**config.mk**
```make
export PLATFORM = sky130hd
export DESIGN_NAME = seq_state
export DESIGN_NICKNAME = d
export VERILOG_FILES = /design/src/rtl/seq_state.sv
export SDC_FILE = /design/constraint.sdc
export NUM_CORES = 1
export LEC_CHECK = 0
export ABC_CLOCK_PERIOD_IN_PS = 2200
export BUFFER_PORTS_ARGS = -buffer_cell sky130_fd_sc_hd__buf_2
export CAP_MARGIN = 20
export CORE_UTILIZATION = 54
export CTS_CLUSTER_SIZE = 40
export DETAILED_ROUTE_END_ITERATION = 8
export PLACE_DENSITY_LB_ADDON = 0.05
export SLEW_MARGIN = 0
export SYNTH_ARGS = -nofsm -noshare
export SYNTH_HDL_FRONTEND = slang
export SYNTH_SLANG_ARGS = --single-unit
```
**constraint.sdc**
```tcl
create_clock -name clk -period 2.2 [get_ports clk]
set_input_delay 0.22 -clock clk [delete_from_list [all_inputs] [get_ports clk]]
set_output_delay 0.22 -clock clk [all_outputs]
set_load 0.01 [all_outputs]
```
**src/rtl/seq_state.sv**
```systemverilog
// Instruction-cycle sequencer for the Q2 processor: drives the two-phase state lines s0..s3,
// their complements, the write strobe ws and the front-panel halted indication.
module seq_state #(
   parameter int unsigned ALU_BITS = 8
) (
   input  logic       clk,
   input  logic       nreset,
   input  logic       run,
   input  logic       step,
   input  logic [2:0] o,
   input  logic       deref,
   output logic       s0,
   output logic       s1,
   output logic       s2,
   output logic       s3,
   output logic       ns0,
   output logic       ns1,
   output logic       ns2,
   output logic       ns3,
   output logic       ws,
   output logic       halted
);

   typedef enum logic [3:0] {
      StFetch    = 4'b0000,
      StDeref    = 4'b0001,
      StLoad     = 4'b0010,
      StExec     = 4'b0011,
      StAluFirst = 4'b0100,
      StAluRest  = 4'b1000
   } state_e;

   localparam logic [3:0] LastCnt = 4'(ALU_BITS - 1);

   state_e     r_state, w_state_d;
   logic       r_phase, w_phase_d;
   logic [3:0] r_cnt, w_cnt_d;
   logic [2:0] r_op, w_op_d;
   logic       r_pend, w_pend_d;
   logic       r_halted, w_halted_d;
   logic       w_go;

   always_ff @(posedge clk or negedge nreset) begin
      if (!nreset) begin
         r_state  <= StFetch;
         r_phase  <= 1'b0;
         r_cnt    <= 4'd0;
         r_op     <= 3'd0;
         r_pend   <= 1'b0;
         r_halted <= 1'b1;
      end else begin
         r_state  <= w_state_d;
         r_phase  <= w_phase_d;
         r_cnt    <= w_cnt_d;
         r_op     <= w_op_d;
         r_pend   <= w_pend_d;
         r_halted <= w_halted_d;
      end
   end

   always_comb begin
      w_state_d  = r_state;
      w_phase_d  = r_phase;
      w_cnt_d    = r_cnt;
      w_op_d     = r_op;
      w_halted_d = 1'b0;

      // FETCH phase A is the only place the sequencer can wait; leaving it consumes any step.
      w_go     = (r_state == StFetch) && !r_phase && (run || step || r_pend);
      w_pend_d = w_go ? 1'b0 : (r_pend | step);

      if (!r_phase) begin
         if (r_state != StFetch || w_go) w_phase_d = 1'b1;
      end else begin
         w_phase_d = 1'b0;
         w_cnt_d   = 4'd0;
         unique case (r_state)
            StFetch: begin
               w_op_d = o;
               if (deref)      w_state_d = StDeref;
               else if (!o[2]) w_state_d = StLoad;
               else            w_state_d = StExec;
            end
            StDeref:    w_state_d = r_op[2] ? StExec : StLoad;
            StLoad:     w_state_d = StExec;
            StExec:     w_state_d = (r_op[2] && (r_op[1] || r_op[0])) ? StAluFirst : StFetch;
            StAluFirst: begin
               w_state_d = StAluRest;
               w_cnt_d   = 4'd1;
            end
            StAluRest: begin
               if (r_cnt == LastCnt) begin
                  w_state_d = StFetch;
               end else begin
                  w_cnt_d = r_cnt + 4'd1;
               end
            end
            default: w_state_d = StFetch;
         endcase
      end

      // Halted is registered, so on entry to FETCH A it reflects run/pending at that edge.
      if (w_state_d == StFetch && !w_phase_d) begin
         if (r_state == StFetch && !r_phase) w_halted_d = 1'b1;
         else                                w_halted_d = !(run || w_pend_d);
      end
   end

   assign {s3, s2, s1, s0}     = r_state;
   assign {ns3, ns2, ns1, ns0} = ~r_state;
   assign ws                   = r_phase;
   assign halted               = r_halted;

endmodule
```
==> results of run 1 <==
==> worst min path at each step <==
stage,slack [ps],start,end,depth (start not counted)
2_1_floorplan,-80,nreset,r_cnt[0],0
3_3_place_gp,120,nreset,r_cnt[2],1
3_5_place_dp,130,nreset,r_state[0],1
4_1_cts,150,o[0],r_op[0],2
5_1_grt,150,o[0],r_op[0],2
6_report,160,o[0],r_op[0],2
==> critical path, cell delays in order, from the launching register on <==
cell	delay, ps
sky130_fd_sc_hd__dfrtp_1	510
sky130_fd_sc_hd__or3_4	430
sky130_fd_sc_hd__a22oi_2	140
sky130_fd_sc_hd__mux2i_2	110
sky130_fd_sc_hd__nor4_2	310
==> through the flow <==
stage / power, uW / cells / utilization / worst slack (ps)
floorplan: 786.2 / 66 / - / 733.2
global placement: 875.9 / 94 / 0.6269 / 734.3
detailed placement: 893.9 / 94 / 0.6269 / 597.8
CTS: 1082 / 99 / 0.6625 / 571.5
global route: 1151 / 99 / 0.6625 / 501.8
finish: 1078 / 99 / 0.6625 / 601.4
==> cell families after synthesis <==
logic type / Yosys count / share of synthesized area
adder cells (fa/ha/maj): 1 / 0.01669
AND/OR/NAND/NOR: 21 / 0.2103
buffers and inverters: 9 / 0.07512
multiplexers: 4 / 0.06343
AO/OA/AOI/OAI: 17 / 0.1653
flip-flops: 14 / 0.4691
==> registers in the layout, indices dropped and copies added (netlist names) <==
| register | count |
|---|---|
| r_cnt | 4 |
| r_state | 4 |
| r_op | 3 |
| halted | 1 |
| r_pend | 1 |
| ws | 1 |
==> placed cells by master (no fill, tap or decap), types with 3 or more instances in the layout <==
cell and count:
sky130_fd_sc_hd__a21oi_1 3, sky130_fd_sc_hd__buf_2 17, sky130_fd_sc_hd__nor3_1 3, sky130_fd_sc_hd__dfrtp_1 13, sky130_fd_sc_hd__mux2_2 3, sky130_fd_sc_hd__nand2_1 5
sky130_fd_sc_hd__o21ai_0 3, sky130_fd_sc_hd__clkbuf_4 3, sky130_fd_sc_hd__nand3_1 3, sky130_fd_sc_hd__inv_1 5
==> power groups by stage <==
stage / registers, uW / logic (uW) / clock network, uW
CTS: 483 / 408 / 191
global placement: 480 / 396 / 0
finish: 486 / 410 / 182
floorplan: 430 / 357 / 0
detailed placement: 488 / 406 / 0
global route: 502 / 445 / 204
==> metal layers <==
metal | global-route usage | part of all wire | routed length (um) | vias up
li1 | - | - | - | 285
met4 | 0.1034 | 0.027 | 41 | 0
met5 | 0 | 0 | 0 | -
met2 | 0.3583 | 0.46 | 711 | 20
met3 | 0.1023 | 0.054 | 82 | 7
met1 | 0.2960 | 0.45 | 695 | 293
==> layout make-up <==
cell class / count / area, um2
fill: 107 / 439.2
sequential: 14 / 351.6
timing repair buffer: 18 / 95.09
tap: 15 / 18.77
clock buffer: 4 / 36.28
multi-input combinational: 43 / 341.6
inverter: 5 / 18.77
==> timing repair <==
item,CTS,global route
hold buffers,1,0
gates resized for setup,0,0
endpoints found under the hold margin,13,0
endpoints found under the setup margin,0,0
==> flow_summary.rst, run 1 <==
.. list-table::
   :header-rows: 1

   * - Metric
     - Value
   * - Logic pwr share
     - 0.381
   * - Number of storage elements in the synthesis netlist
     - 14
   * - Synth area leader
     - sky130_fd_sc_hd__dfrtp_1
   * - Leakage power of the design
     - 0.0003774 uW
   * - Worst Reg-to-Reg Cells
     - 4
   * - Via density per instance
     - 6.111
   * - Overall fraction of global-route tracks in use
     - 0.2388
   * - Hold Worst Slack
     - 163.4 ps
   * - DRC violation count after routing
     - 0
   * - Critical R2R Capture
     - halted
   * - Synthesized area per cell
     - 11.36 um2
   * - Number of H-tree branching levels
     - 1
   * - Worst flop-to-flop path startpoint
     - r_state[1]
   * - Required time at the endpoint of the critical path
     - 2390 ps
   * - Biggest fanout along the worst timing path
     - 10
   * - Maximum frequency from static timing analysis
     - 625.5 MHz
   * - Gate count after technology mapping
     - 66
   * - Most common cell in the netlist
     - sky130_fd_sc_hd__dfrtp_1
   * - Launching instance or port of the critical path
     - r_state[1]
   * - Clk pin slew, worst setup/hold paths
     - 80 ps
   * - TritonCTS clock tree
     - done
   * - Final-report hold violation count
     - 0
   * - Worst slew margin
     - 0.6590
   * - Placement Rows
     - 13
   * - Buffers added on ports
     - 17
   * - Cts bufs inserted
     - 3
   * - Count of flip-flops with a built-in enable after synthesis
     - 0
   * - Cell area after placement
     - 815.8 um2
   * - Starting density of the core
     - 0.5760
   * - Detail Route Antenna Nets
     - 0
   * - Number of setup buffers added after CTS
     - 0
   * - Clock net sink count
     - 14
   * - Endpoint class of the critical path
     - register
   * - Data arrival at the endpoint of the critical path
     - 1790 ps
   * - Diode count
     - 0
   * - Wire length after detailed routing
     - 1.530 mm
   * - Sequential share of power
     - 0.451
   * - Net switching power
     - 440.7 uW
   * - Final min period
     - 1599 ps
   * - Distinct cell type count of the synthesized netlist
     - 34
   * - Iteration-0 DRC Markers
     - 7
   * - Number of antenna violations at the first check in global routing
     - 0
   * - Root buf cell
     - sky130_fd_sc_hd__clkbuf_4
   * - Net count after synthesis
     - 75
   * - Power per cell area
     - 1250 nW/um2
   * - Count of max-cap constraint violations
     - 0
   * - Top-Level Pins
     - 18
   * - Proportion of register bits with asynchronous set or reset after synthesis
     - 1.000
   * - Post-route cell area
     - 862.1 um2
   * - P&R area growth vs syn
     - 15.03%
   * - Final count of negative-setup-slack endpoints
     - 0
   * - Most numerous cell types in the synthesized netlist
     - sky130_fd_sc_hd__dfrtp_1, sky130_fd_sc_hd__inv_1, sky130_fd_sc_hd__nand2_1
   * - Post-route fraction of the period consumed by the critical path
     - 0.7266
   * - Post-route setup TNS
     - 0 ps
   * - Relative contribution of the clock network to total power
     - 0.169
   * - Internal cell power
     - 636.9 uW
   * - Die Footprint
     - 1541 um2
   * - Vias in the first global route
     - 491
   * - Critical path class
     - reg -> reg
   * - Share of synthesized area occupied by flip-flops and latches
     - 0.4691
   * - First-pass GRT wire length
     - 2.270 mm
   * - GPL Wtd Cong
     - 0.7607
   * - Slew Limit Fails
     - 0
   * - Netlist area before placement
     - 749.5 um2
   * - Most used flip-flop cell after synthesis
     - sky130_fd_sc_hd__dfrtp_1
   * - Floorplan die width
     - 39.26 um
   * - Endpoint of the worst setup timing path
     - halted
   * - Type of the tightest min-delay check
     - in -> reg
   * - Switching Share
     - 0.4089
   * - Longest Clk Path Bufs
     - 2
   * - Worst-Skew Late Latency
     - 280 ps
   * - Final #Nets
     - 94
   * - Post-DR wirelength/cell
     - 15.45 um
   * - Synth top area cells
     - sky130_fd_sc_hd__dfrtp_1, sky130_fd_sc_hd__mux2_2, sky130_fd_sc_hd__dfstp_2, sky130_fd_sc_hd__buf_6, sky130_fd_sc_hd__nor4_4
   * - Ys Warns
     - 0
   * - Placeable core region
     - 1301 um2
   * - Fraction of post-synthesis cell area in the top cell type by area
     - 0.4341
   * - Critical Path Start Type
     - register
   * - Number of iterations in the first detailed-routing pass
     - 4
   * - Worst Tran Pin Value
     - 511.5 ps
   * - Slack of the worst reg-to-reg path
     - 600 ps
   * - Result of the run
     - finished clean
   * - Maximum number of pins on one net before global-route repair
     - 18
   * - Fraction of final layout cells sized beyond drive strength 1
     - 0.3810
   * - Count of vias placed by the detailed router
     - 605
   * - Fin Clk Skew
     - 1.720 ps
   * - Maximum vdd drop
     - 0.6627 mV
   * - Die span in y
     - 39.26 um
   * - HPWL reported at the end of detailed placement
     - 1.139 mm
   * - Setup repair after global routing missed its margin
     - false
   * - Overall overflow remaining after global route
     - 0
Note: power is estimated with default switching activity, not from simulation.
==> run 2: changes to the inputs <==
--- a/config.mk
+++ b/config.mk
@@ -5,10 +5,10 @@
 export SDC_FILE = /design/constraint.sdc
 export NUM_CORES = 1
 export LEC_CHECK = 0
-export ABC_CLOCK_PERIOD_IN_PS = 2200
+export ABC_CLOCK_PERIOD_IN_PS = 1550
 export BUFFER_PORTS_ARGS = -buffer_cell sky130_fd_sc_hd__buf_2
 export CAP_MARGIN = 20
-export CORE_UTILIZATION = 54
+export CORE_UTILIZATION = 50
 export CTS_CLUSTER_SIZE = 40
 export DETAILED_ROUTE_END_ITERATION = 8
 export PLACE_DENSITY_LB_ADDON = 0.05
==> constraint.sdc (replaced) <==
create_clock -name clk -period 1.55 [get_ports clk]
set_input_delay 0.155 -clock clk [delete_from_list [all_inputs] [get_ports clk]]
set_output_delay 0.155 -clock clk [all_outputs]
set_load 0.01 [all_outputs]
==> run 2 against run 1 <==
Via count fell by 4.5%. Power rose by 48%. Core utilization rose by 1.8 points. Flip-flop and latch count did not move. First-iteration DRC count rose by 29%. Combinational power rose by 66%. Sequential power rose by 37%. Die area rose by 7.6%. Register-to-register slack got worse by 500 ps. Clock-buffer cell count did not move. Worst hold slack got worse by 55 ps. Critical path type unchanged.
==> flow_summary.rst, run 2 (synthesized netlist as in run 1, its figures left out) <==
.. list-table::
   :header-rows: 1

   * - Metric
     - Value
   * - Type of the tightest min-delay check
     - in -> reg (unchanged)
   * - Leakage power of the design
     - 0.0004028 uW (was 0.0003774 uW)
   * - Number of H-tree branching levels
     - 1 (unchanged)
   * - CP max stage delay
     - 470 ps (was 510 ps)
   * - Final worst setup slack
     - 104.7 ps (was 601.4 ps)
   * - Maximum vdd drop
     - 0.8825 mV (was 0.6627 mV)
   * - Worst Reg-to-Reg Cells
     - 4 (unchanged)
   * - TritonCTS clock tree
     - done (unchanged)
   * - Iteration-0 DRC Markers
     - 9 (was 7)
   * - Die span in y
     - 40.72 um (was 39.26 um)
   * - Worst slew margin
     - 0.7744 (was 0.6590)
   * - Final standard cell count with taps included and fillers excluded
     - 105 (was 99)
   * - Worst flop-to-flop path startpoint
     - r_state[1] (unchanged)
   * - Endpoint class of the critical path
     - register (unchanged)
   * - Count of max-cap constraint violations
     - 0 (unchanged)
   * - P&R area growth vs syn
     - 22.54% (was 15.03%)
   * - Cts bufs inserted
     - 3 (unchanged)
   * - Final-report hold violation count
     - 0 (unchanged)
   * - Maximum frequency from static timing analysis
     - 691.9 MHz (was 625.5 MHz)
   * - Clk pin slew, worst setup/hold paths
     - 80 ps (about the same)
   * - CP max stage cell
     - sky130_fd_sc_hd__dfrtp_2 (was sky130_fd_sc_hd__dfrtp_1)
   * - Critical path class
     - reg -> reg (unchanged)
   * - GPL Wtd Cong
     - 0.7777 (was 0.7607)
   * - Buffers plus inverters on the worst setup path
     - 0 (unchanged)
   * - Hold Path Origin
     - o[1] (was o[0])
   * - Starting density of the core
     - 0.5551 (was 0.5760)
   * - CP top delay family
     - simple AND/OR/NAND/NOR gates (unchanged)
   * - Data arrival at the endpoint of the critical path
     - 1630 ps (was 1790 ps)
   * - Die Footprint
     - 1658 um2 (was 1541 um2)
   * - Stages on worst setup path
     - 4 (unchanged)
   * - Setup repair after global routing missed its margin
     - false (unchanged)
   * - Worst-Skew Late Latency
     - 270 ps (was 280 ps)
   * - Overall fraction of global-route tracks in use
     - 0.2131 (was 0.2388)
   * - Slack of the worst reg-to-reg path
     - 100 ps (was 600 ps)
   * - Overall overflow remaining after global route
     - 0 (unchanged)
   * - Diode count
     - 0 (unchanged)
   * - Maximum number of pins on one net before global-route repair
     - 15 (was 18)
   * - Slew Limit Fails
     - 0 (unchanged)
   * - Number of antenna violations at the first check in global routing
     - 0 (unchanged)
   * - Filler Cells Inserted
     - 115 (was 107)
   * - Sequence of cells on the critical path
     - or3_4 -> a22oi_2 -> mux2i_2 -> nor4_2 (unchanged)
   * - Biggest fanout along the worst timing path
     - 7 (was 10)
   * - Post-DR wirelength/cell
     - 13.30 um (was 15.45 um)
   * - Post-route cell area
     - 918.4 um2 (was 862.1 um2)
   * - Via density per instance
     - 5.505 (was 6.111)
   * - Power per cell area
     - 1741 nW/um2 (was 1250 nW/um2)
   * - First-pass GRT wire length
     - 2.263 mm (was 2.270 mm)
   * - Placeable core region
     - 1350 um2 (was 1301 um2)
   * - Number of iterations in the first detailed-routing pass
     - 3 (was 4)
   * - Longest Clk Path Bufs
     - 2 (unchanged)
   * - Result of the run
     - finished clean (unchanged)
   * - Top-Level Pins
     - 18 (unchanged)
   * - Hold EP
     - r_op[1] (was r_op[0])
   * - HPWL reported at the end of detailed placement
     - 1.094 mm (was 1.139 mm)
   * - Wire length after detailed routing
     - 1.396 mm (was 1.530 mm)
   * - Post-route fraction of the period consumed by the critical path
     - 0.9325 (was 0.7266)
   * - Critical Path Start Type
     - register (unchanged)
   * - Leading cell types in the layout, fill and taps excluded
     - sky130_fd_sc_hd__buf_2, sky130_fd_sc_hd__dfrtp_1, sky130_fd_sc_hd__buf_4 (was sky130_fd_sc_hd__buf_2, sky130_fd_sc_hd__dfrtp_1, sky130_fd_sc_hd__inv_1, sky130_fd_sc_hd__nand2_1)
   * - DRC violation count after routing
     - 0 (unchanged)
   * - Root buf cell
     - sky130_fd_sc_hd__clkbuf_4 (unchanged)
   * - Registers with the most flip-flops
     - r_cnt x4, r_state x4, r_op x3 (unchanged)
   * - Pre-CTS setup slack
     - 98.99 ps (was 597.8 ps)
   * - Critical R2R Capture
     - halted (unchanged)
   * - Cells on Worst Hold Path
     - 2 (unchanged)
   * - Placed insts
     - 100 (was 94)
   * - Most frequent standard cell in the layout excluding fill and tap cells
     - sky130_fd_sc_hd__buf_2 (unchanged)
   * - Number of setup buffers added after CTS
     - 0 (unchanged)
   * - Finished Core Util
     - 0.6803 (was 0.6625)
   * - Final min period
     - 1445 ps (was 1599 ps)
   * - Fin Clk Skew
     - 3.608 ps (was 1.720 ps)
   * - Post-route setup TNS
     - 0 ps (unchanged)
   * - Count of vias placed by the detailed router
     - 578 (was 605)
   * - Detail Route Antenna Nets
     - 0 (unchanged)
   * - Cell area after placement
     - 860.8 um2 (was 815.8 um2)
   * - Fraction of final layout cells sized beyond drive strength 1
     - 0.4778 (was 0.3810)
   * - Final count of negative-setup-slack endpoints
     - 0 (unchanged)
   * - Floorplan die width
     - 40.72 um (was 39.26 um)
   * - Placement Rows
     - 13 (unchanged)
   * - Final #Nets
     - 100 (was 94)
   * - Required time at the endpoint of the critical path
     - 1740 ps (was 2390 ps)
   * - Vias in the first global route
     - 495 (was 491)
   * - Buffers added on ports
     - 17 (unchanged)
   * - Worst Tran Pin Value
     - 333.6 ps (was 511.5 ps)
   * - Clock net sink count
     - 14 (unchanged)
## run 2: metal layers
layer  track usage  vias up  wire, um
met5             0        -         0
met4       0.05000        0        10
met1        0.2901      269       648
met2        0.3175       12       676
li1              -      295         -
met3       0.08152        2        61
## run 2: layout make-up
cell class	instances	area, um2	share of cell area
Sequential cell	14	355.3	0.3869
Multi-Input combinational cell	43	349.1	0.3801
Timing Repair Buffer	24	140.1	0.1526
Clock buffer	4	36.28	0.03951
Inverter	5	18.77	0.02044
Tap cell	15	18.77	0.02044
## run 2: worst max-delay path by stage
stage	from	to
3_3_place_gp	r_state[0]	r_cnt[2]
3_5_place_dp	r_state[1]	halted
5_1_grt	r_state[2]	halted
4_1_cts	r_state[1]	halted
6_report	r_state[1]	halted
2_1_floorplan	r_state[1]	halted
## run 2: report_power, final
part	internal, uW	leakage (uW)	total, uW	switching, uW
registers	484	0.000171	668	183
clock network	143	0.0000210	249	106
logic	351	0.000210	682	331
## run 2: repair_timing
item	CTS	global route
endpoints found under the hold margin	13	0
gates resized for setup	0	6
endpoints found under the setup margin	0	2
hold buffers	1	0
## run 2: metrics by stage
stage | hold slack (ps) | total power [uW]
3_5_place_dp | 57.94 | 1339
5_1_grt | 89.04 | 1732
3_3_place_gp | 60.81 | 1321
2_1_floorplan | -140.6 | 1116
4_1_cts | 101.3 | 1597
6_report | 108.0 | 1599
==> run 3: changes to the inputs <==
--- a/config.mk
+++ b/config.mk
@@ -12,6 +12,7 @@
 export CTS_CLUSTER_SIZE = 40
 export DETAILED_ROUTE_END_ITERATION = 8
 export PLACE_DENSITY_LB_ADDON = 0.05
+export SETUP_SLACK_MARGIN = 0.3
 export SLEW_MARGIN = 0
 export SYNTH_ARGS = -nofsm -noshare
 export SYNTH_HDL_FRONTEND = slang
==> run 3 against run 2 <==
Register-to-register slack better by 90 ps. Clock skew up 3.4 ps. Flip-flop and latch count unchanged. Global-route usage grew 2.0 points. Wire length is 21% higher. Power increased by 22%. Maximum frequency up 6.4%. Design area rose by 18%. Via count up 14%. Worst hold slack worse by 17 ps. Clock-buffer cell count is the same. Largest cell class is now multi-input combinational cells.
==> flow_summary.rst, run 3 (synthesized netlist as in run 1, its figures left out) <==
.. list-table::
   :header-rows: 1

   * - Metric
     - Value
   * - Result of the run
     - finished clean (unchanged)
   * - CP max stage cell
     - sky130_fd_sc_hd__dfrtp_2 (unchanged)
   * - Leading cell types in the layout, fill and taps excluded
     - sky130_fd_sc_hd__buf_2, sky130_fd_sc_hd__buf_4, sky130_fd_sc_hd__dfrtp_1 (was sky130_fd_sc_hd__buf_2, sky130_fd_sc_hd__dfrtp_1, sky130_fd_sc_hd__buf_4)
   * - Buffers added on ports
     - 17 (unchanged)
   * - Cts bufs inserted
     - 3 (unchanged)
   * - Number of H-tree branching levels
     - 1 (unchanged)
   * - Placeable core region
     - 1350 um2 (unchanged)
   * - Iteration-0 DRC Markers
     - 9 (unchanged)
   * - Critical path class
     - reg -> reg (unchanged)
   * - Setup repair after global routing missed its margin
     - true (was false)
   * - Data arrival at the endpoint of the critical path
     - 1570 ps (was 1630 ps)
   * - DRC violation count after routing
     - 0 (unchanged)
   * - Power per cell area
     - 1794 nW/um2 (was 1741 nW/um2)
   * - Clock net sink count
     - 14 (unchanged)
   * - Maximum vdd drop
     - 1.242 mV (was 0.8825 mV)
   * - Fin Clk Skew
     - 7.044 ps (was 3.608 ps)
   * - Finished Core Util
     - 0.8054 (was 0.6803)
   * - Number of iterations in the first detailed-routing pass
     - 4 (was 3)
   * - TritonCTS clock tree
     - done (unchanged)
   * - Floorplan die width
     - 40.72 um (unchanged)
   * - Cell area after placement
     - 862.1 um2 (was 860.8 um2)
   * - Root buf cell
     - sky130_fd_sc_hd__clkbuf_4 (unchanged)
   * - Seq. cell area
     - 356.6 um2 (was 355.3 um2)
   * - Final #Nets
     - 112 (was 100)
   * - Count of vias placed by the detailed router
     - 658 (was 578)
   * - Area of the multi-input gates
     - 397.9 um2 (was 349.1 um2)
   * - Placed insts
     - 100 (unchanged)
   * - Sequence of cells on the critical path
     - buf_6 -> nor4b_4 -> buf_4 -> nand3_2 -> o21ai_2 (was or3_4 -> a22oi_2 -> mux2i_2 -> nor4_2)
   * - Clk pin slew, worst setup/hold paths
     - 90 ps (was 80 ps)
   * - Worst Tran Pin Value
     - 316.5 ps (was 333.6 ps)
   * - Overall overflow remaining after global route
     - 0 (unchanged)
   * - Placement Rows
     - 13 (unchanged)
   * - Top-Level Pins
     - 18 (unchanged)
   * - Final-report hold violation count
     - 0 (unchanged)
   * - Critical Path Start Type
     - register (unchanged)
   * - Slew Limit Fails
     - 0 (unchanged)
   * - Die Footprint
     - 1658 um2 (unchanged)
   * - Total Power
     - 1951 uW (was 1599 uW)
   * - Final count of negative-setup-slack endpoints
     - 0 (unchanged)
   * - Maximum frequency from static timing analysis
     - 736.3 MHz (was 691.9 MHz)
   * - Post-DR wirelength/cell
     - 14.48 um (was 13.30 um)
   * - Biggest fanout along the worst timing path
     - 8 (was 7)
   * - Post-route setup TNS
     - 0 ps (unchanged)
   * - Filler Cells Inserted
     - 88 (was 115)
   * - HPWL reported at the end of detailed placement
     - 1.099 mm (was 1.094 mm)
   * - Number of antenna violations at the first check in global routing
     - 0 (unchanged)
   * - Type of the tightest min-delay check
     - in -> reg (unchanged)
   * - Required time at the endpoint of the critical path
     - 1770 ps (was 1740 ps)
   * - Final min period
     - 1358 ps (was 1445 ps)
   * - Via density per instance
     - 5.624 (was 5.505)
   * - Starting density of the core
     - 0.5551 (unchanged)
   * - Vias in the first global route
     - 558 (was 495)
   * - Maximum number of pins on one net before global-route repair
     - 15 (unchanged)
   * - First-pass GRT wire length
     - 2.408 mm (was 2.263 mm)
   * - Die span in y
     - 40.72 um (unchanged)
   * - Overall fraction of global-route tracks in use
     - 0.2331 (was 0.2131)
   * - Post-route cell area
     - 1087 um2 (was 918.4 um2)
   * - Registers with the most flip-flops
     - r_cnt x4, r_state x4, r_op x3 (unchanged)
   * - Wire length after detailed routing
     - 1.694 mm (was 1.396 mm)
   * - Worst-Skew Late Latency
     - 290 ps (was 270 ps)
   * - Leakage power of the design
     - 0.0004814 uW (was 0.0004028 uW)
   * - GPL Wtd Cong
     - 0.7479 (was 0.7777)
   * - Endpoint class of the critical path
     - register (unchanged)
   * - Longest Clk Path Bufs
     - 2 (unchanged)
   * - P&R area growth vs syn
     - 45.07% (was 22.54%)
   * - Detail Route Antenna Nets
     - 0 (unchanged)
   * - Post-route fraction of the period consumed by the critical path
     - 0.8762 (was 0.9325)
   * - Diode count
     - 0 (unchanged)
   * - Worst slew margin
     - 0.7890 (was 0.7744)
   * - Final standard cell count with taps included and fillers excluded
     - 117 (was 105)
   * - Fraction of final layout cells sized beyond drive strength 1
     - 0.6471 (was 0.4778)
   * - CP max stage delay
     - 490 ps (was 470 ps)
   * - Count of max-cap constraint violations
     - 0 (unchanged)
## run 3: cell types whose count changed in the layout (fill, tap and decap cells not counted), moves of 2 or more
cell | previous run | this run
sky130_fd_sc_hd__o21ai_1 | 2 | 0
sky130_fd_sc_hd__o21ai_2 | 0 | 3
sky130_fd_sc_hd__nand2_2 | 0 | 2
sky130_fd_sc_hd__nor4b_4 | 0 | 2
sky130_fd_sc_hd__inv_4 | 0 | 2
sky130_fd_sc_hd__buf_2 | 17 | 15
sky130_fd_sc_hd__nand2_1 | 5 | 3
sky130_fd_sc_hd__inv_1 | 5 | 3
sky130_fd_sc_hd__buf_6 | 0 | 5
sky130_fd_sc_hd__buf_4 | 6 | 15
## run 3: final timing paths
check	start	endpoint	slack, ps	cells past startpoint
setup / recovery	r_state[0]	r_cnt[2]	190	5
hold / removal	o[1]	r_op[1]	90	2
setup reg to reg	r_state[0]	r_cnt[2]	190	5
hold reg to reg	r_cnt[2]	r_cnt[2]	510	1
max in group asynchronous	nreset	halted	980	2
min in group asynchronous	nreset	r_state[3]	290	2
## run 3: per-layer routing
metal	part of all wire	GRT usage	wire [um]	up-vias
met4	0.017	0.1250	29	0
met2	0.49	0.3810	837	15
met5	0	0	0	-
met1	0.46	0.2852	777	318
li1	-	-	-	320
met3	0.030	0.04891	50	5
## run 3: power breakdown
part | switching, uW | internal [uW]
Clock | 129 | 143
Sequential | 149 | 488
Combinational | 478 | 564
Total | 757 | 1190
## run 3: final cells by class
| type | count | share of cell area |
|---|---|---|
| multi-input cells | 43 | 0.3659 |
| well taps | 15 | 0.01726 |
| inverters | 5 | 0.02186 |
| flip-flops and latches | 14 | 0.3280 |
| clock buffers | 4 | 0.03337 |
| repair buffers | 36 | 0.2336 |
## run 3: timing repair
item,4_1_cts,5_1_grt
pin swaps,6,4
endpoints found under the setup margin,12,13
endpoints found under the hold margin,13,0
resized for setup,12,13
cloned,0,0
hold buffers,1,0
buffers inserted,9,3
## run 3: worst max-delay path: cells and delay by family, from the launching register on
kind            cells  cell delay, ps
compound gates      1             110
buf+inv             2             320
flops               1             490
simple gates        2             360
## run 3: per-stage QoR
step	hold WS, ps	setup slack [ps]
3_3_place_gp	63.83	143.1
2_1_floorplan	-140.6	148.7
4_1_cts	95.48	187.6
6_report	90.70	191.9
5_1_grt	88.36	113.5
3_5_place_dp	69.09	105.9
